[src/rtl/series_engine.sv]
// Iterative series evaluator: r = sum of (+/-) t_k, t_k = t_(k-1) * x^xpow * c_(k-1).
// One FSM sequences a shared saturating fixed-point multiplier and adder.
module series_engine #(
    parameter int W       = 16,
    parameter int FRAC    = 14,
    parameter int NTERMS  = 8,
    parameter int AW      = 3,
    parameter int MUL_LAT = 2
) (
    input  logic          clk,
    input  logic          rst,
    input  logic          start,
    input  logic          abort,
    input  logic [W-1:0]  x_in,
    input  logic [AW:0]   nterms_in,
    input  logic [1:0]    xpow_in,
    input  logic          alt_in,
    output logic [AW-1:0] coef_addr,
    input  logic [W-1:0]  coef_data,
    output logic          ready,
    output logic          done,
    output logic [W-1:0]  result,
    output logic          ovf
);
    typedef enum logic [2:0] {IDLE, MULX, WAITX, MULC, WAITC, ACC, DONE} state_t;

    localparam int WCW = (MUL_LAT > 1) ? $clog2(MUL_LAT) : 1;
    localparam logic [WCW-1:0] WLAST = (MUL_LAT > 0) ? WCW'(MUL_LAT - 1) : '0;
    localparam logic [AW:0] NMAX  = (AW+1)'(NTERMS);
    localparam logic [AW:0] ONE_N = (AW+1)'(1);
    localparam logic signed [W-1:0] SMAX = {1'b0, {(W-1){1'b1}}};
    localparam logic signed [W-1:0] SMIN = {1'b1, {(W-1){1'b0}}};

    state_t                state_q;
    logic signed [W-1:0]   x_q, t_q, r_q;
    logic [AW:0]           k_q, n_q;
    logic [1:0]            xpow_q, xcnt_q;
    logic [WCW-1:0]        wcnt_q;
    logic                  alt_q, sign_q;
    logic                  ready_q, done_q, ovf_q;
    logic [W-1:0]          result_q;
    logic [AW-1:0]         coef_addr_q;

    assign ready     = ready_q;
    assign done      = done_q;
    assign result    = result_q;
    assign ovf       = ovf_q;
    assign coef_addr = coef_addr_q;

    // Operand normalisation: 0 terms behaves as 1, oversize counts clamp to NTERMS.
    logic [AW:0] n_eff;
    logic [1:0]  xpow_eff;

    // NOTE: the default assignment first keeps this block purely combinational (no latch).
    always_comb begin
        n_eff = nterms_in;
        if (nterms_in == '0) begin
            n_eff = ONE_N;
        end else if (nterms_in > NMAX) begin
            n_eff = NMAX;
        end
    end

    assign xpow_eff = (xpow_in == 2'd0) ? 2'd1 : xpow_in;

    // Shared multiplier: full 2W product, floor shift by FRAC, saturate to W bits.
    logic signed [W-1:0]   mul_b, mul_res;
    logic signed [2*W-1:0] prod, prod_sh;
    logic                  mul_ovf;

    assign mul_b   = (state_q == MULX) ? x_q : $signed(coef_data);
    assign prod    = t_q * mul_b;
    assign prod_sh = prod >>> FRAC;
    assign mul_ovf = !((&prod_sh[2*W-1:W-1]) || !(|prod_sh[2*W-1:W-1]));
    assign mul_res = mul_ovf ? (prod_sh[2*W-1] ? SMIN : SMAX) : prod_sh[W-1:0];

    // Accumulator adder in W+1 bits so the overflow is visible before saturation.
    logic signed [W:0]   r_ext, t_ext, sum_w;
    logic                add_ovf;
    logic signed [W-1:0] add_res;

    assign r_ext   = {r_q[W-1], r_q};
    assign t_ext   = {t_q[W-1], t_q};
    assign sum_w   = sign_q ? (r_ext - t_ext) : (r_ext + t_ext);
    assign add_ovf = sum_w[W] != sum_w[W-1];
    assign add_res = add_ovf ? (sum_w[W] ? SMIN : SMAX) : sum_w[W-1:0];

    logic [AW:0] k_next;
    logic        last_term, wait_last;

    assign k_next    = k_q + ONE_N;
    assign last_term = (k_next == n_q);
    assign wait_last = (wcnt_q == WLAST);

    // NOTE: every register, datapath included, is cleared by the async reset so an
    // interrupted operation can never leak stale operands into the next one.
    always_ff @(posedge clk or negedge rst) begin
        if (!rst) begin
            state_q     <= IDLE;
            x_q         <= '0;
            t_q         <= '0;
            r_q         <= '0;
            k_q         <= '0;
            n_q         <= '0;
            xpow_q      <= '0;
            xcnt_q      <= '0;
            wcnt_q      <= '0;
            alt_q       <= 1'b0;
            sign_q      <= 1'b0;
            ready_q     <= 1'b1;
            done_q      <= 1'b0;
            ovf_q       <= 1'b0;
            result_q    <= '0;
            coef_addr_q <= '0;
        end else begin
            done_q <= 1'b0;
            if (abort && state_q != IDLE) begin
                state_q <= IDLE;
                ready_q <= 1'b1;
            end else begin
                case (state_q)
                    IDLE: begin
                        if (start) begin
                            x_q         <= x_in;
                            t_q         <= x_in;
                            r_q         <= x_in;
                            k_q         <= ONE_N;
                            n_q         <= n_eff;
                            xpow_q      <= xpow_eff;
                            xcnt_q      <= '0;
                            wcnt_q      <= '0;
                            alt_q       <= alt_in;
                            sign_q      <= alt_in;
                            ovf_q       <= 1'b0;
                            coef_addr_q <= '0;
                            ready_q     <= 1'b0;
                            if (n_eff > ONE_N) begin
                                state_q <= MULX;
                            end else begin
                                state_q  <= DONE;
                                done_q   <= 1'b1;
                                result_q <= x_in;
                            end
                        end
                    end
                    MULX: begin
                        t_q    <= mul_res;
                        xcnt_q <= xcnt_q + 2'd1;
                        wcnt_q <= '0;
                        if (mul_ovf) ovf_q <= 1'b1;
                        if (MUL_LAT > 0) begin
                            state_q <= WAITX;
                        end else if (xcnt_q + 2'd1 == xpow_q) begin
                            state_q <= MULC;
                        end
                    end
                    WAITX: begin
                        if (wait_last) begin
                            state_q <= (xcnt_q == xpow_q) ? MULC : MULX;
                        end else begin
                            wcnt_q <= wcnt_q + 1'b1;
                        end
                    end
                    MULC: begin
                        // With no latency budget the coefficient is already valid here.
                        if (MUL_LAT == 0) begin
                            t_q     <= mul_res;
                            state_q <= ACC;
                            if (mul_ovf) ovf_q <= 1'b1;
                        end else begin
                            wcnt_q  <= '0;
                            state_q <= WAITC;
                        end
                    end
                    WAITC: begin
                        if (wait_last) begin
                            t_q     <= mul_res;
                            state_q <= ACC;
                            if (mul_ovf) ovf_q <= 1'b1;
                        end else begin
                            wcnt_q <= wcnt_q + 1'b1;
                        end
                    end
                    ACC: begin
                        r_q    <= add_res;
                        k_q    <= k_next;
                        xcnt_q <= '0;
                        if (add_ovf) ovf_q <= 1'b1;
                        if (alt_q) sign_q <= ~sign_q;
                        if (last_term) begin
                            state_q  <= DONE;
                            done_q   <= 1'b1;
                            result_q <= add_res;
                        end else begin
                            coef_addr_q <= k_q[AW-1:0];
                            state_q     <= MULX;
                        end
                    end
                    DONE: begin
                        ready_q <= 1'b1;
                        state_q <= IDLE;
                    end
                    default: begin
                        ready_q <= 1'b1;
                        state_q <= IDLE;
                    end
                endcase
            end
        end
    end

endmodule

[config.mk]
export PLATFORM = sky130hd
export DESIGN_NAME = series_engine
export DESIGN_NICKNAME = d
export VERILOG_FILES = /design/src/rtl/series_engine.sv
export SDC_FILE = /design/constraint.sdc
export NUM_CORES = 1
export LEC_CHECK = 0
export CORE_ASPECT_RATIO = 0.9
export CORE_MARGIN = 4
export CORE_UTILIZATION = 50
export CTS_BUF_LIST = sky130_fd_sc_hd__clkbuf_8
export CTS_CLUSTER_DIAMETER = 40
export DETAILED_ROUTE_END_ITERATION = 12
export GPL_TIMING_DRIVEN = 0
export HOLD_SLACK_MARGIN = 0.06
export PLACE_DENSITY = 0.68
export SLEW_MARGIN = 25
export SYNTH_ARGS = -nofsm -noshare
export SYNTH_HDL_FRONTEND = slang
export SYNTH_SLANG_ARGS = --single-unit
export TNS_END_PERCENT = 50
[constraint.sdc]
create_clock -name clk -period 9.1 [get_ports clk]
set_input_delay 1.82 -clock clk [delete_from_list [all_inputs] [get_ports clk]]
set_output_delay 1.82 -clock clk [all_outputs]
set_load 0.01 [all_outputs]
==> impl_metrics.tcl <==
set metrics [dict create \
    arrival_ns 9.12 \
    dieWidth_um 192.2 \
    finalSetupViolCount 0 \
    required_ns 9.38 \
    vias 12408 \
    netlist-cell-type-count 62 \
    rsz0062_at_grt "false" \
    core_um2 30030 \
    routed_wl_um 43070 \
    areaGrowthSynthToFinish_pct 10.86 \
    cts_max_level 3 \
    grt_pass1_wl_um 68990 \
    num_rows 60 \
    antenna_left 0 \
    first_global_vias 12591 \
    crit_path_max_fanout 8 \
    clk_pin_slew_ns 0.08 \
    hold_viol_final 0 \
    max_freq_ghz 0.1132 \
    finalClockSkew_ns 0.01629 \
    synth_edf_count 0 \
    postSynthAreaPerCell_um2 8.780 \
    slew-limit-headroom_pct 34.33 \
    antenna_cells 0 \
    die_area_um2 33400 \
    io_pins 65 \
    first_pass_iters 8 \
    synth-warning-count 0 \
    cts-hold-fix-buffers 0 \
    cts.path.max_buffers 2 \
    cts_buffers 9 \
    hp-class "flop to flop" \
    period_needed_ns 8.836 \
    yosysSeqAreaShare_pct 14.43 \
    status "complete, no violations" \
    worst_pin_slew_ns 0.9814 \
    fin_crit_sh_pct 97.10 \
    initial_core_util_pct 50.85 \
    crit_type "input pin to flop" \
    grt_usage_pct 26.60 \
    overflow 0 \
    critPathCaptureType "flop" \
    synth-seq-cells 88 \
    finalNetCount 2228 \
    cts.sinks 88 \
    drive_above_1_share_pct 6.175 \
    final_core_util_pct 56.37 \
    ctsRootBufferMaster "clkbuf_8" \
    port_buffers 63 \
    gp_congestion 0.9448 \
    clk-insertion-delay-late_ns 0.39 \
    slew_violations 0 \
    dieHeight_um 173.8 \
    drt_iter0_drc 1080 \
    grt_max_degree 73 \
    syn_nets 2141 \
    syn_inst 1739 \
    fin_cells 2233 \
    cts_tree "done" \
    critPathLaunchType "input pin" \
    grt_antenna_before_repair 1 \
    synth_area_um2 15270 \
    drc 0 \
    place_inst 2206 \
    routed_via_density 5.557 \
    wl_per_cell_um 19.29 \
    synth_ff_type "dfrtp_1" \
    place_hpwl_um 35490 \
    drv_cap 0 \
    ys_async_sr_fraction_pct 100.0 \
]
==> layout make-up <==
cell class / count / area (um^2)
fillers: 2784 / 13100
multi-input cells: 1262 / 11690
flip-flops and latches: 88 / 2203
inverters: 309 / 1164
repair buffers: 83 / 817.0
well taps: 403 / 504.2
plain buffers: 73 / 316.6
clock buffers: 11 / 151.4
clock inverters: 4 / 76.32
==> flip-flops by register name (all words and copies together) (netlist names) <==
name,count
r_q,16
result,16
t_q,16
x_q,16
k_q,4
n_q,4
coef_addr,3
state_q,3
xcnt_q,2
xpow_q,2
alt_q,1
done,1
ovf,1
ready,1
sign_q,1
wait_last,1
==> worst paths after layout <==
check,start,to,slack (ns),depth (start not counted)
worst max-delay path,coef_data[2],t_q[12],0.26,26
worst min-delay path,x_q[11],x_q[11],0.48,2
worst max register to register,state_q[2],t_q[12],0.47,26
worst min register to register,x_q[11],x_q[11],0.48,2
max in group asynchronous,rst,ready,7.19,2
min in group asynchronous,rst,t_q[11],1.26,1
==> metrics by stage <==
stage	setup WS [ns]	instance area (um^2)	setup TNS, ns	hold WS, ns
after detailed placement	-1.388	16430	-20.37	0.4659
after CTS	0.01703	16760	0	0.4870
after floorplan	0.5710	15270	0	0.4401
final	0.2642	16930	0	0.4837
after global placement	-1.228	16400	-18.22	0.4535
after global routing	0.01988	16930	0	0.5090
==> cell usage after synthesis (18+ instances only) <==
| cell | count | share of area [%] |
|---|---|---|
| a21oi_1 | 74 | 2.4 |
| and2_1 | 83 | 3.4 |
| clkbuf_1 | 70 | 1.7 |
| dfrtp_1 | 87 | 14 |
| fa_1 | 262 | 34 |
| ha_1 | 97 | 7.9 |
| inv_1 | 309 | 7.6 |
| mux2_2 | 35 | 2.6 |
| nand2_1 | 254 | 6.2 |
| nand3_1 | 18 | 0.59 |
| nor2_1 | 122 | 3.0 |
| nor2b_1 | 19 | 0.78 |
| o21ai_0 | 51 | 1.7 |
| xnor2_1 | 42 | 2.4 |
==> repair_timing <==
item | in CTS | in global routing
pin swaps | 3 | 5
resized for setup | 13 | 31
cloned | 0 | 1
setup buffers | 8 | 11
endpoints found under the setup margin | 17 | 17
==> cells in the final DEF, fill, tap and decap left out, types with 5 or more instances in the layout <==
cell type | netlist | final
nand3_1 | 18 | 18
nand2b_1 | 8 | 8
inv_1 | 309 | 308
clkbuf_8 | 0 | 11
or3_1 | 10 | 10
o21ai_0 | 51 | 48
o21bai_1 | 5 | 5
ha_1 | 97 | 95
nor2b_1 | 19 | 19
mux2_2 | 35 | 32
clkbuf_1 | 70 | 56
a21o_1 | 17 | 17
a21oi_1 | 74 | 72
buf_4 | 2 | 19
fa_1 | 262 | 261
xnor2_1 | 42 | 42
nor2_1 | 122 | 122
a31oi_1 | 8 | 7
o211ai_1 | 5 | 5
nor3_1 | 17 | 17
and2_1 | 83 | 83
and3_1 | 7 | 7
nand2_1 | 254 | 254
dfrtp_1 | 87 | 87
clkdlybuf4s50_1 | 0 | 61
or2_2 | 6 | 6
xor2_1 | 16 | 16
mux2i_1 | 15 | 13
a221oi_1 | 17 | 14
clkbuf_2 | 0 | 5
==> worst max-delay path, cell delays in order <==
cell and delay (ns):
clkdlybuf4s50_1 0.45, mux2_4 0.35, nand2_1 0.12, inv_1 0.08, fa_2 0.63, inv_1 0.09, fa_1 0.61, clkinvlp_4 0.15
buf_12 0.16, fa_1 0.47, inv_1 0.06, fa_1 0.52, inv_1 0.05, fa_1 0.46, fa_1 0.52, ha_2 0.32
and3_1 0.20, and2_1 0.22, a221oi_2 0.33, o21ai_1 0.16, mux2i_1 0.17, o211ai_1 0.20, o32ai_4 0.40, buf_4 0.20
o21ai_0 0.10, a221oi_1 0.29
==> cells by family (layout without fill, tap and decap cells) <==
family | after synthesis | in the layout | synth area share, %
AOI/OAI and AO/OA | 223 | 223 | 9.326
xor gates and xnor gates | 58 | 58 | 3.327
adders and majority gates | 359 | 359 | 42.30
buffers and inverters | 390 | 480 | 9.752
DFF | 88 | 88 | 14.43
muxes | 50 | 51 | 3.565
and+or+nand+nor | 571 | 571 | 17.30
==> routing by layer <==
metal | up-vias | part of all wire, % | GRT usage, %
li1 | 5612 | - | -
met1 | 6237 | 43 | 39.84
met2 | 493 | 45 | 39.38
met3 | 66 | 9.7 | 6.625
met4 | 0 | 2.2 | 5.734
met5 | - | 0 | 0
Power is left out: the tool's default activity adds up to more than one toggle a clock period on the data nets, which glitch-free logic cannot reach.
